$ cat src/rtl/uart_tx_fifo.sv
// 8N1 UART transmitter fed by a small byte FIFO; uart_busy flags a full FIFO
// back to the memory-map decoder, tx_idle flags a fully drained transmitter.
module uart_tx_fifo #(
  parameter int unsigned CLKS_PER_BIT = 434,
  parameter int unsigned FIFO_DEPTH   = 4
) (
  input  logic       clk,
  input  logic       reset,
  input  logic       uart_write,
  input  logic [7:0] uart_data,
  output logic       uart_busy,
  output logic       tx,
  output logic       tx_idle
);

  localparam int unsigned BaudW = (CLKS_PER_BIT > 1) ? $clog2(CLKS_PER_BIT) : 1;
  localparam int unsigned PtrW  = (FIFO_DEPTH > 1) ? $clog2(FIFO_DEPTH) : 1;
  localparam int unsigned CntW  = PtrW + 1;

  localparam logic [BaudW-1:0] BaudLast = BaudW'(CLKS_PER_BIT - 1);
  localparam logic [CntW-1:0]  CntFull  = CntW'(FIFO_DEPTH);

  typedef enum logic [1:0] {
    IDLE  = 2'd0,
    START = 2'd1,
    DATA  = 2'd2,
    STOP  = 2'd3
  } state_e;

  state_e           state_q, state_d;
  logic [7:0]       mem_q [FIFO_DEPTH];
  logic [PtrW-1:0]  rd_ptr_q, rd_ptr_d;
  logic [PtrW-1:0]  wr_ptr_q, wr_ptr_d;
  logic [CntW-1:0]  count_q, count_d;
  logic [BaudW-1:0] baud_q, baud_d;
  logic [2:0]       bit_idx_q, bit_idx_d;
  logic [7:0]       shift_q, shift_d;
  logic             tx_q, tx_d;

  logic push_c;
  logic pop_c;
  logic empty_c;
  logic bit_end_c;

  // Full is judged on the registered count, so a same-cycle pop never frees a slot.
  assign empty_c   = (count_q == '0);
  assign push_c    = uart_write && (count_q != CntFull);
  assign bit_end_c = (baud_q == BaudLast);

  assign uart_busy = (count_q == CntFull);
  assign tx_idle   = (state_q == IDLE) && empty_c;
  assign tx        = tx_q;

  // FSM state register
  always_ff @(posedge clk) begin
    if (reset) begin
      state_q <= IDLE;
    end else begin
      state_q <= state_d;
    end
  end

  // FSM next-state logic
  always_comb begin
    state_d = state_q;
    case (state_q)
      IDLE: begin
        if (!empty_c) state_d = START;
      end
      START: begin
        if (bit_end_c) state_d = DATA;
      end
      DATA: begin
        if (bit_end_c && (bit_idx_q == 3'd7)) state_d = STOP;
      end
      STOP: begin
        if (bit_end_c) state_d = empty_c ? IDLE : START;
      end
      default: state_d = IDLE;
    endcase
  end

  // FSM outputs: pop request, bit timing, shifter and the next tx level
  always_comb begin
    pop_c     = 1'b0;
    baud_d    = baud_q;
    bit_idx_d = bit_idx_q;
    shift_d   = shift_q;
    case (state_q)
      IDLE: begin
        baud_d = '0;
        if (!empty_c) begin
          pop_c   = 1'b1;
          shift_d = mem_q[rd_ptr_q];
        end
      end
      START: begin
        if (bit_end_c) begin
          baud_d    = '0;
          bit_idx_d = 3'd0;
        end else begin
          baud_d = baud_q + BaudW'(1);
        end
      end
      DATA: begin
        if (bit_end_c) begin
          baud_d    = '0;
          shift_d   = {1'b0, shift_q[7:1]};
          bit_idx_d = bit_idx_q + 3'd1;
        end else begin
          baud_d = baud_q + BaudW'(1);
        end
      end
      STOP: begin
        if (bit_end_c) begin
          baud_d = '0;
          // Back-to-back frames: the next byte is loaded on the last stop cycle.
          if (!empty_c) begin
            pop_c   = 1'b1;
            shift_d = mem_q[rd_ptr_q];
          end
        end else begin
          baud_d = baud_q + BaudW'(1);
        end
      end
      default: begin
        baud_d = '0;
      end
    endcase

    case (state_d)
      START:   tx_d = 1'b0;
      DATA:    tx_d = shift_d[0];
      default: tx_d = 1'b1;
    endcase
  end

  // FIFO pointer and occupancy bookkeeping
  always_comb begin
    rd_ptr_d = rd_ptr_q;
    wr_ptr_d = wr_ptr_q;
    count_d  = count_q;
    if (push_c) wr_ptr_d = wr_ptr_q + PtrW'(1);
    if (pop_c)  rd_ptr_d = rd_ptr_q + PtrW'(1);
    case ({push_c, pop_c})
      2'b10:   count_d = count_q + CntW'(1);
      2'b01:   count_d = count_q - CntW'(1);
      default: count_d = count_q;
    endcase
  end

  // Datapath and FIFO control registers
  always_ff @(posedge clk) begin
    if (reset) begin
      rd_ptr_q  <= '0;
      wr_ptr_q  <= '0;
      count_q   <= '0;
      baud_q    <= '0;
      bit_idx_q <= 3'd0;
      shift_q   <= 8'd0;
      tx_q      <= 1'b1;
    end else begin
      rd_ptr_q  <= rd_ptr_d;
      wr_ptr_q  <= wr_ptr_d;
      count_q   <= count_d;
      baud_q    <= baud_d;
      bit_idx_q <= bit_idx_d;
      shift_q   <= shift_d;
      tx_q      <= tx_d;
    end
  end

  // FIFO storage; stale entries are harmless once the pointers are reset
  always_ff @(posedge clk) begin
    if (push_c) mem_q[wr_ptr_q] <= uart_data;
  end

endmodule

$ cat config.mk
export PLATFORM = sky130hd
export DESIGN_NAME = uart_tx_fifo
export DESIGN_NICKNAME = d
export VERILOG_FILES = /design/src/rtl/uart_tx_fifo.sv
export SDC_FILE = /design/constraint.sdc
export NUM_CORES = 1
export LEC_CHECK = 0
export BUFFER_PORTS_ARGS = -buffer_cell sky130_fd_sc_hd__buf_2
export CAP_MARGIN = 15
export CORE_MARGIN = 1
export CORE_UTILIZATION = 60
export DETAILED_ROUTE_END_ITERATION = 6
export GPL_TIMING_DRIVEN = 0
export PLACE_DENSITY = 0.77
export SETUP_SLACK_MARGIN = 0.2
export SKIP_LAST_GASP = 1
export SYNTH_ARGS = -nofsm -noshare
export SYNTH_HDL_FRONTEND = slang
export SYNTH_SLANG_ARGS = --single-unit
$ cat constraint.sdc
create_clock -name clk -period 3.01 [get_ports clk]
set_clock_uncertainty 0.2 [all_clocks]
set_input_delay 0.7525 -clock clk [delete_from_list [all_inputs] [get_ports clk]]
set_output_delay 0.7525 -clock clk [all_outputs]
set_load 0.005 [all_outputs]
==> After elaboration in Yosys (flattened, before gate mapping) <==
Memories as Yosys holds them, arrays and structs flattened. A register that Yosys moved wholly into a read port is not among the register bits.
Index checks and enable logic that the tools add are counted.
{ "totals": {"regBits": 30, "mem_bits_rw": 32, "in_bits": 11, "out_inout_bits": 3, "word_cells": 65, "memories": 1} }
{ "op_classes": {"addsub": 6, "n_eq_ne": 14, "mux": 24, "n_reduce_logical": 11} }
{ "mem_list": {"columns": ["memory", "depth", "word_bits", "read_ports", "rd_ports_with_merged_regs", "wr", "line", "rtl"], "rows": [
  ["mem_q", 4, 8, 1, 1, 1, "31", "logic [7:0] mem_q [FIFO_DEPTH];"]
]} }
{ "op_table": {"columns": ["operator", "n"], "rows": [
  ["$mux 8", 3],
  ["$pmux 8 s3", 1],
  ["$pmux 9 s2", 1],
  ["$mux 2", 6],
  ["$pmux 3 s2", 2],
  ["$add 9x1->9 const B", 1],
  ["$eq 9x9->1 const B", 1],
  ["$mux 9", 1],
  ["$eq 2x2->1 const B", 4],
  ["$pmux 2 s4", 1],
  ["$add 3x1->3 const B", 2],
  ["$eq 2x1->1 const B", 3],
  ["$eq 3x3->1 const B", 2],
  ["$mux 3", 2],
  ["$ne 2x2->1 const B", 3],
  ["$reduce_and 3->1", 2],
  ["$mux 1", 5],
  ["$add 2x1->2 const B", 2],
  ["$pmux 1 s2", 2],
  ["$reduce_bool 2->1", 2],
  ["$logic_and 1x1->1", 3],
  ["$logic_not 3->1", 1],
  ["$ne 3x3->1 const B", 1],
  ["$reduce_bool 3->1", 1],
  ["3 further kinds", 3]
]} }

==> Depth between registers and ports, before layout <==
Gate-level depths: netlist of run 1.
{ "depth": {"ltp_word": 6, "depth_mapped": 11, "depth_no_buf": 11} }

==> Worst setup path after synthesis of run 1 <==
No wires, ideal clock.
{ "synth_path": {"path_kind": "reg2reg", "start": "reg state_q[0]", "end": "reg count_q[2]", "setup_ns": 0.070, "t_arrival_ns": 2.336, "required_ns": 2.740, "path_slack_ns": 0.404, "stages_incl_launch_ff": 10, "n_path_buf": 0, "period_less_slack_ns": 2.606, "cell_sequence": "dfxtp_1 -> inv_1 -> ha_1 -> nor3_1 -> ha_1 -> inv_1 -> fa_1 -> xor2_1 -> or3_1 -> a21oi_1"} }
{ "synth_between": {"elab_chain_cells": 4, "word_cells_on_any_way": 7, "cone_classes": "eq/ne (3); mux (2); reduce/logical (2)"} }
{ "synth_rtl": {"columns": ["item", "line", "rtl"], "rows": [
  ["start: declaration", "30", "state_e state_q, state_d;"],
  ["start signal: assignment", "59", "state_q <= state_d;"],
  ["$eq 2x2->1 / $logic_not 2->1 (equally long branches)", "89", "case (state_q)"],
  ["$pmux 1 s2 (*)", "89", null],
  ["named net pop_c", "41", "logic pop_c;"],
  ["$eq 2x1->1 / $eq 2x2->1 (equally long branches)", "145", "case ({push_c, pop_c})"],
  ["$pmux 3 s2 / $reduce_bool 2->1 (equally long branches)", null, null],
  ["end signal: assignment", "165", "count_q <= count_d;"],
  ["end: declaration", "34", "logic [CntW-1:0] count_q, count_d;"]
]} }
The timed path passes the listed nets; every way through them passes the cells marked *.
A chain may end at the register's enable or synchronous reset.

==> Final worst setup path of run 1 <==
{ "layout_path": {"start": "reg baud_q[3]", "end": "reg count_q[2]"} }
{ "layout_between": {"elab_chain_cells": 5, "word_cells_on_any_way": 7, "cone_classes": "eq/ne (3); mux (3); reduce/logical (1)"} }
{ "layout_rtl": {"columns": ["item", "line", "rtl"], "rows": [
  ["start: declaration", "35", "logic [BaudW-1:0] baud_q, baud_d;"],
  ["start signal: assignment", "166", "baud_q <= baud_d;"],
  ["$eq 9x9->1 (*)", "48", "assign bit_end_c = (baud_q == BaudLast);"],
  ["$mux 1 (*)", "115", "if (bit_end_c) begin"],
  ["$pmux 1 s2 (*)", "89", null],
  ["named net pop_c", "41", null],
  ["$eq 2x1->1 / $eq 2x2->1 (equally long branches)", "145", null],
  ["$pmux 3 s2 / $reduce_bool 2->1 (equally long branches)", null, null]
]} }
Marked as above.

==> results of run 1 <==
-- cell usage in the layout (no fill, tap or decap), types with 4 or more instances in the layout --
cell / netlist / final
nand2_1: 8 / 8
edfxtp_1: 32 / 32
nor2b_1: 8 / 8
ha_1: 15 / 11
mux4_2: 7 / 7
and2_1: 6 / 6
buf_2: 0 / 13
xnor2_1: 6 / 6
o21ai_0: 4 / 4
nor2_1: 27 / 27
a221o_1: 6 / 6
xor2_1: 5 / 5
clkbuf_8: 1 / 11
inv_1: 12 / 11
a21oi_1: 6 / 6
clkbuf_1: 3 / 4
dfxtp_1: 32 / 29
-- cell type report --
cell class / instances / area [sq um] / share of cell area (%)
sequential: 64 / 1610 / 49.0
multi-input combinational: 145 / 1270 / 38.7
clock buffer: 11 / 141 / 4.32
timing repair buffer: 15 / 80.1 / 2.45
tap: 52 / 65.1 / 1.99
inverter: 12 / 45.0 / 1.38
buffer: 6 / 36.3 / 1.11
clock inverter: 5 / 32.5 / 0.994
-- power by group through the flow --
stage | registers (mW) | clock network, mW | logic, mW
4_1_cts | 1.16 | 0.652 | 0.748
3_3_place_gp | 1.16 | 0 | 0.715
3_5_place_dp | 1.17 | 0 | 0.734
6_report | 1.16 | 0.641 | 0.786
2_1_floorplan | 1.14 | 0 | 0.568
5_1_grt | 1.18 | 0.696 | 0.882
-- layer usage --
metal	routed length (um)	global-route usage, %
met5	0	0
met4	78	12.9
met3	168	4.92
met2	2310	32.8
met1	2530	33.0
-- flip-flops by register name (all words and copies together), names as in the netlist, named ones only --
signal / cells
shift_q: 8
state_q: 2
tx: 1
mem_q: 32
bit_idx_q: 3
rd_ptr_q: 2
baud_q: 9
count_q: 3
wr_ptr_q: 2
-- cell families after synthesis --
kind of cell,count (synthesis)
simple gates,76
buf+inv,18
compound gates,34
mux,8
flops,64
fa+ha+maj,16
xor+xnor,11
-- critical path: cells and delay by family, from the launching register on --
kind	cells	cell delay, ns
compound gates	2	0.31
xor+xnor	1	0.17
fa+ha+maj	2	0.60
buf+inv	1	0.05
flops	1	0.39
simple gates	3	0.94
-- timing repair --
action                                  4_1_cts  5_1_grt
resized for setup                             3       12
pin swaps                                     0        2
hold buffers                                  0        0
endpoints found under the setup margin        2        2
buffers inserted                              0        2
-- metrics by stage --
stage / std cells / area, sq um / utilization (%)
2_1_floorplan: 227 / 2900 / -
5_1_grt: 310 / 3270 / 72.7
3_3_place_gp: 292 / 3030 / 67.2
4_1_cts: 308 / 3210 / 71.3
6_report: 310 / 3270 / 72.7
3_5_place_dp: 292 / 3030 / 67.2
-- how the worst min path moves through the flow --
stage | end | cells past startpoint | slack, ns
CTS | baud_q[0]$_SDFF_PP0_ | 1 | 0.27
global placement | baud_q[0]$_SDFF_PP0_ | 1 | 0.25
global route | baud_q[0]$_SDFF_PP0_ | 1 | 0.29
floorplan | baud_q[0]$_SDFF_PP0_ | 1 | 0.23
detailed placement | baud_q[0]$_SDFF_PP0_ | 1 | 0.26
finish | baud_q[0]$_SDFF_PP0_ | 1 | 0.27
==> flow_metrics.tcl, run 1 <==
set metrics [dict create \
    vias_per_cell 5.73 \
    ys_seq_area_share_pct 55.3 \
    power.switching_uw 834 \
    dieArea_sq_mm 0.00511 \
    cap_violations 0 \
    synth_xor_area_share_pct 3.32 \
    power.total_mw 2.59 \
    crit_fanout 6 \
    rrSetupSlack_ns 0.29 \
    drive_above_1_share_pct 23.3 \
    syn_to_final_growth_pct 13.0 \
    synth_edf_count 32 \
    grt_setup_unrepaired "no" \
    io_buffers 13 \
    synthTopCellsByArea "edfxtp_1, dfxtp_1, ha_1" \
    synth-seq-cells 64 \
    hold_path.class "flip-flop to flip-flop" \
    synthAdderAreaFrac_pct 7.17 \
    cp-endpoint "count_q[2]$_SDFFE_PP0P_" \
    drt_iter0_markers 172 \
    power.leakage_nw 1.17 \
    fp.coreArea_sq_mm 0.00450 \
    slew_headroom_pct 53.8 \
    wl_per_cell_um 16.4 \
    via_count 1777 \
    diodes 0 \
    setup_viol 0 \
    grt_use_total_pct 23.0 \
    min_from "baud_q[0]$_SDFF_PP0_" \
    synth-simple-area-share_pct 14.9 \
    fill_cells 303 \
    tns_ns 0 \
    grt_first_pass_wirelength_mm 8.62 \
    cts_num_sinks 64 \
    p_seq_share_pct 44.9 \
    synthCells 227 \
    reg2reg_from "baud_q[3]$_SDFF_PP0_" \
    critical_path_class "flip-flop to flip-flop" \
    gp_congestion 0.792 \
    ys_warn_count 0 \
    drtPass1Iterations 4 \
    dp_hpwl_mm 3.47 \
    initial_utilization_pct 64.3 \
    grt_antenna_before_repair 0 \
    cts-buffers-inserted 9 \
    clockRootBuffer "clkbuf_8" \
    ant_nets 0 \
    hold_violations 0 \
    p_int_mw 1.76 \
    pin_count 14 \
    r2r_end "count_q[2]$_SDFFE_PP0P_" \
    grt_overflow 0 \
    wl_mm 5.09 \
    synthesis.area_sq_mm 0.00290 \
    synth_cell_types 52 \
    grt_max_degree 12 \
    muxShareOfSynthArea_pct 6.35 \
    synth_common_cells "dfxtp_1, edfxtp_1, nor2_1" \
    die_h_um 71.5 \
    drc 0 \
    tightest_slew_ns 0.694 \
    rows 24 \
    maxSlewViolCount 0 \
    synth-compound-area-share_pct 10.1 \
    avgSynthCellArea_sq_um 12.8 \
    max_freq_mhz 367 \
    htree_num_levels 3 \
    r2r_cells 9 \
    cp_slowest_stage_delay_ns 0.39 \
    final_nets 280 \
    period_share_pct 90.5 \
    cts_buffer_depth 2 \
    start_kind "flip-flop" \
    synthesis.nets 254 \
    p_clk_share_pct 24.8 \
    powerDensity_mw_per_mm2 791 \
    ys.flop_type "edfxtp_1" \
    cp-end-kind "flip-flop" \
    ys_async_sr_fraction_pct 0 \
    outcome "completed" \
    worst_slack_ns 0.286 \
    grt_pass1_vias 1777 \
    synth_top_family_by_area "simple AND/OR/NAND/NOR gates" \
    cp_cell_sequence "nor4b_4 -> a31oi_2 -> nor3_2 -> ha_2 -> inv_1 -> fa_1 -> xor2_1 -> or3_1 -> a21oi_1" \
    cpMaxStageDelayCell "dfxtp_1" \
    cts_tree "built" \
    critical_path_required_ns 3.07 \
    period_minus_slack_ns 2.72 \
    cts.clk_slew.worst_paths_ns 0.07 \
    critPathArrivalTime_ns 2.79 \
    vdd_drop_max_mv 0.478 \
    pre_cts_ws_ns 0.0465 \
    cp-startpoint "baud_q[3]$_SDFF_PP0_" \
    synth_largest_area_cell "edfxtp_1" \
    p_sw_share_pct 32.2 \
    netlist.area_leader.share_pct 33.2 \
    insertion_delay_ns 0.33 \
    pwr-share-comb_pct 30.4 \
    die_x_um 71.5 \
    whs_ns 0.268 \
]
No activity file was read; power rests on OpenSTA's default activity.
==> run 2, diff against run 1 <==
- CORE_UTILIZATION: 60 -> 28
- PLACE_DENSITY: 0.77 -> 0.42
==> flow_metrics.tcl, run 2 (synthesis results as in run 1) <==
set metrics [dict create \
    critPathArrivalTime_ns 2.72 \
    via_count 1781 \
    grt_use_total_pct 11.5 \
    wl_mm 5.47 \
    holdBufCountCts 0 \
    tightest_slew_ns 0.701 \
    syn_to_final_growth_pct 19.4 \
    gp_congestion 0.676 \
    grt.busiest_layer "met2" \
    power.leakage_nw 1.21 \
    setup_viol 0 \
    fp.coreArea_sq_mm 0.00991 \
    drtPass1Iterations 4 \
    power.total_mw 2.88 \
    cp-end-kind "flip-flop" \
    fill_cells 1004 \
    layout_common_cells "edfxtp_1, dfxtp_1, nor2_1" \
    use_met3_pct 3.52 \
    diodes 0 \
    cp_slowest_stage_delay_ns 0.49 \
    drt_iter0_markers 29 \
    rows 36 \
    grt_first_pass_wirelength_mm 9.47 \
    powerDensity_mw_per_mm2 831 \
    grt_overflow 0 \
    regMostFlops "mem_q" \
    io_buffers 13 \
    die_x_um 104 \
    grt_max_degree 14 \
    hold_path.class "flip-flop to flip-flop" \
    slew_headroom_pct 53.3 \
    cts_num_sinks 64 \
    regArea_sq_mm 0.00161 \
    top_regs "mem_q (32), baud_q (9), shift_q (8)" \
    critical_path_class "flip-flop to flip-flop" \
    largest_reg_flops 32 \
    dpl_cell_area_sq_mm 0.00313 \
    clockRootBuffer "clkbuf_8" \
    initial_utilization_pct 29.2 \
    drc 0 \
    cap_violations 0 \
    cpMaxStageDelayCell "dfxtp_1" \
    use_met2_pct 17.6 \
    wl_per_cell_um 14.0 \
    outcome "completed" \
    use_met1_pct 14.9 \
    start_kind "flip-flop" \
    hold_violations 0 \
    multi_input_area_sq_mm 0.00127 \
    pin_count 14 \
    vdd_drop_max_mv 0.305 \
    finish.instance_area_sq_mm 0.00346 \
    ant_nets 0 \
    vias_per_cell 4.55 \
    whs_ns 0.265 \
    cts-buffers-inserted 9 \
    insertion_delay_ns 0.34 \
    final_nets 280 \
    crit_fanout 6 \
    cts.clk_slew.worst_paths_ns 0.08 \
    drive_above_1_share_pct 25.2 \
    htree_num_levels 3 \
    grt_pass1_vias 1831 \
    dieArea_sq_mm 0.0108 \
    max_freq_mhz 380 \
    dp_hpwl_mm 3.69 \
    cts_buffer_depth 2 \
    cts_tree "built" \
    critical_path_required_ns 3.09 \
    final_common_cell "edfxtp_1" \
    maxSlewViolCount 0 \
    grt_antenna_before_repair 0 \
    period_share_pct 87.5 \
    cp_cell_sequence "and4_4 -> a31oi_2 -> nor3_2 -> ha_2 -> inv_1 -> fa_2 -> xor2_1 -> or3_1 -> a21oi_2" \
    die_h_um 104 \
    period_minus_slack_ns 2.63 \
    grt_setup_unrepaired "no" \
]
[run 2: changes by cell type in the layout (fill, tap and decap cells not counted), sizes merged]
cell / before / now
bufinv: 0 / 3
clkbuf: 15 / 13
clkinvlp: 2 / 0
inv: 12 / 14
clkinv: 3 / 2
[run 2: through the flow]
step	setup WS, ns	TNS (ns)	cells	utilization [%]
2_1_floorplan	0.404	0	227	-
3_3_place_gp	0.0253	0	373	31.6
3_5_place_dp	-0.0105	-0.0105	373	31.6
4_1_cts	0.134	0	389	34.3
5_1_grt	0.204	0	391	34.9
6_report	0.375	0	391	34.9
[run 2: worst paths after layout]
path,startpoint,endpoint,slack [ns],cells after the start
max,baud_q[4]$_SDFF_PP0_,count_q[2]$_SDFFE_PP0P_,0.38,9
min,baud_q[0]$_SDFF_PP0_,baud_q[0]$_SDFF_PP0_,0.27,1
max reg2reg,baud_q[4]$_SDFF_PP0_,count_q[2]$_SDFFE_PP0P_,0.38,9
min reg2reg,baud_q[0]$_SDFF_PP0_,baud_q[0]$_SDFF_PP0_,0.27,1
[run 2: timing repair]
item / 4_1_cts / 5_1_grt
setup endpoints to repair: 3 / 3
setup buffers: 0 / 2
pin swaps: 0 / 4
resized for setup: 3 / 15
[run 2: critical path, delay by kind of cell (launching register included)]
| kind | cells | cell delay [ns] |
|---|---|---|
| simple gates | 3 | 0.87 |
| compound gates | 2 | 0.25 |
| xor+xnor | 1 | 0.15 |
| flops | 1 | 0.49 |
| buf+inv | 1 | 0.05 |
| fa+ha+maj | 2 | 0.57 |
[run 2: report_power, final]
group          switching (mW)  internal (mW)
sequential             0.0955           1.06
combinational           0.406          0.376
clock                   0.374          0.561
[run 2: layout make-up]
class	count	area share (%)
tap	133	4.81
buffer	6	1.05
timing repair buffer	15	2.31
inverter	12	1.30
multi-input combinational	145	36.8
sequential	64	46.4
clock inverter	7	3.69
clock buffer	9	3.58
[run 2: per-layer routing]
layer	up-vias	part of all wire (%)	wire [um]
li1	903	-	-
met1	840	49	2670
met2	29	45	2480
met3	9	3.9	215
met4	0	2.0	112
met5	-	0	0
==> run 3, diff against run 2 <==
- REMOVE_ABC_BUFFERS: default -> 1
==> flow_metrics.tcl, run 3 (synthesis results as in run 1) <==
set metrics [dict create \
    outcome "completed" \
    drc 0 \
    die_h_um 104 \
    drive_above_1_share_pct 22.6 \
    regMostFlops "mem_q" \
    vias_per_cell 4.65 \
    start_kind "flip-flop" \
    period_share_pct 88.6 \
    grt_max_degree 22 \
    cts_buffer_depth 2 \
    initial_utilization_pct 29.2 \
    grt_overflow 0 \
    top_regs "mem_q (32), baud_q (9), shift_q (8)" \
    critPathArrivalTime_ns 2.74 \
    io_buffers 13 \
    grt_setup_unrepaired "no" \
    hold_violations 0 \
    grt_pass1_vias 1758 \
    drt_iter0_markers 44 \
    ant_nets 0 \
    wl_per_cell_um 14.2 \
    dpl_cell_area_sq_mm 0.00309 \
    dieArea_sq_mm 0.0108 \
    final_common_cell "edfxtp_1" \
    crit_fanout 3 \
    final_nets 274 \
    critical_path_required_ns 3.08 \
    whs_ns 0.231 \
    maxSlewViolCount 0 \
    finish.instance_area_sq_mm 0.00337 \
    gp_congestion 0.675 \
    max_freq_mhz 375 \
    powerDensity_mw_per_mm2 812 \
    hold_path.class "flip-flop to flip-flop" \
    dp_hpwl_mm 3.65 \
    tns_ns 0 \
    diodes 0 \
    layout_common_cells "edfxtp_1, dfxtp_1, nor2_1" \
    fin_util_pct 34.0 \
    cap_violations 0 \
    clockRootBuffer "clkbuf_8" \
    power.leakage_nw 1.18 \
    cts_tree "built" \
    cp-end-kind "flip-flop" \
    largest_reg_flops 32 \
    syn_to_final_growth_pct 16.4 \
    grt_antenna_before_repair 0 \
    wl_mm 5.47 \
    rows 36 \
    insertion_delay_ns 0.34 \
    grt_first_pass_wirelength_mm 9.09 \
    cts-buffers-inserted 9 \
    critical_path_class "flip-flop to flip-flop" \
    fp.coreArea_sq_mm 0.00991 \
    cts_num_sinks 64 \
    cp_slowest_stage_delay_ns 0.37 \
    dp.cells 367 \
    period_minus_slack_ns 2.67 \
    vdd_drop_max_mv 0.421 \
    cts.clk_slew.worst_paths_ns 0.08 \
    via_count 1790 \
    slew_headroom_pct 54.6 \
    setup_viol 0 \
    pin_count 14 \
    tightest_slew_ns 0.680 \
    grt_use_total_pct 11.1 \
    die_x_um 104 \
    stdcell_count 385 \
    htree_num_levels 3 \
    drtPass1Iterations 4 \
    cp_cell_sequence "inv_1 -> ha_2 -> and4_4 -> a31oi_2 -> nor3_2 -> ha_2 -> inv_1 -> fa_1 -> xor2_1 -> or3_1 -> a21oi_1" \
    cpMaxStageDelayCell "fa_1" \
]
run 3: changes by cell type in the layout (fill, tap and decap cells not counted), sizes merged:
cell,before,now
clkbuf,13,9
buf,17,15
clkinv,2,4
bufinv,3,2
inv,14,13
run 3: critical path, delay by kind of cell, from the launching register on:
family	cells	cell delay (ns)
adders and majority gates	3	0.78
DFF	1	0.33
AOI/OAI and AO/OA	2	0.26
and+or+nand+nor	3	0.77
xor gates and xnor gates	1	0.16
buffers and inverters	2	0.11
run 3: worst paths after layout:
check                                           from                      end  slack, ns  cells after the start
worst max-delay path            baud_q[1]$_SDFF_PP0_  count_q[2]$_SDFFE_PP0P_       0.34                     11
worst min register to register  baud_q[0]$_SDFF_PP0_     baud_q[0]$_SDFF_PP0_       0.23                      1
worst min-delay path            baud_q[0]$_SDFF_PP0_     baud_q[0]$_SDFF_PP0_       0.23                      1
worst max register to register  baud_q[1]$_SDFF_PP0_  count_q[2]$_SDFFE_PP0P_       0.34                     11
run 3: layout make-up:
class / count / area (sq um)
multi-input cells: 145 / 1260
clock inverters: 7 / 95.1
inverters: 12 / 45.0
fillers: 1040 / 6540
flip-flops and latches: 64 / 1610
well taps: 133 / 166
repair buffers: 15 / 80.1
clock buffers: 9 / 124
run 3: metrics by stage:
| step | worst slack [ns] | power, mW |
|---|---|---|
| final | 0.342 | 2.74 |
| after global routing | 0.201 | 2.93 |
| after CTS | 0.106 | 2.75 |
| after detailed placement | 0.00380 | 1.91 |
| after global placement | 0.0288 | 1.90 |
| after floorplan | 0.404 | 1.70 |
run 3: per-layer routing:
metal	vias up	track usage (%)	share of wire (%)
met2	23	17.4	47
met1	874	13.8	49
met3	9	3.90	3.2
li1	884	-	-
met5	-	0	0
met4	0	4.59	1.7
run 3: power by group:
part | switching, mW | total [mW] | internal, mW | leakage, nW
clock | 0.354 | 0.822 | 0.468 | 0.111
sequential | 0.114 | 1.18 | 1.06 | 0.555
combinational | 0.377 | 0.741 | 0.364 | 0.513
total | 0.845 | 2.74 | 1.89 | 1.18
run 3: what timing repair did:
action,CTS,global route
setup endpoints to repair,2,2
resized for setup,4,8
buffers inserted,0,2
pin swaps,0,2
cloned,0,0
hold buffers,0,0
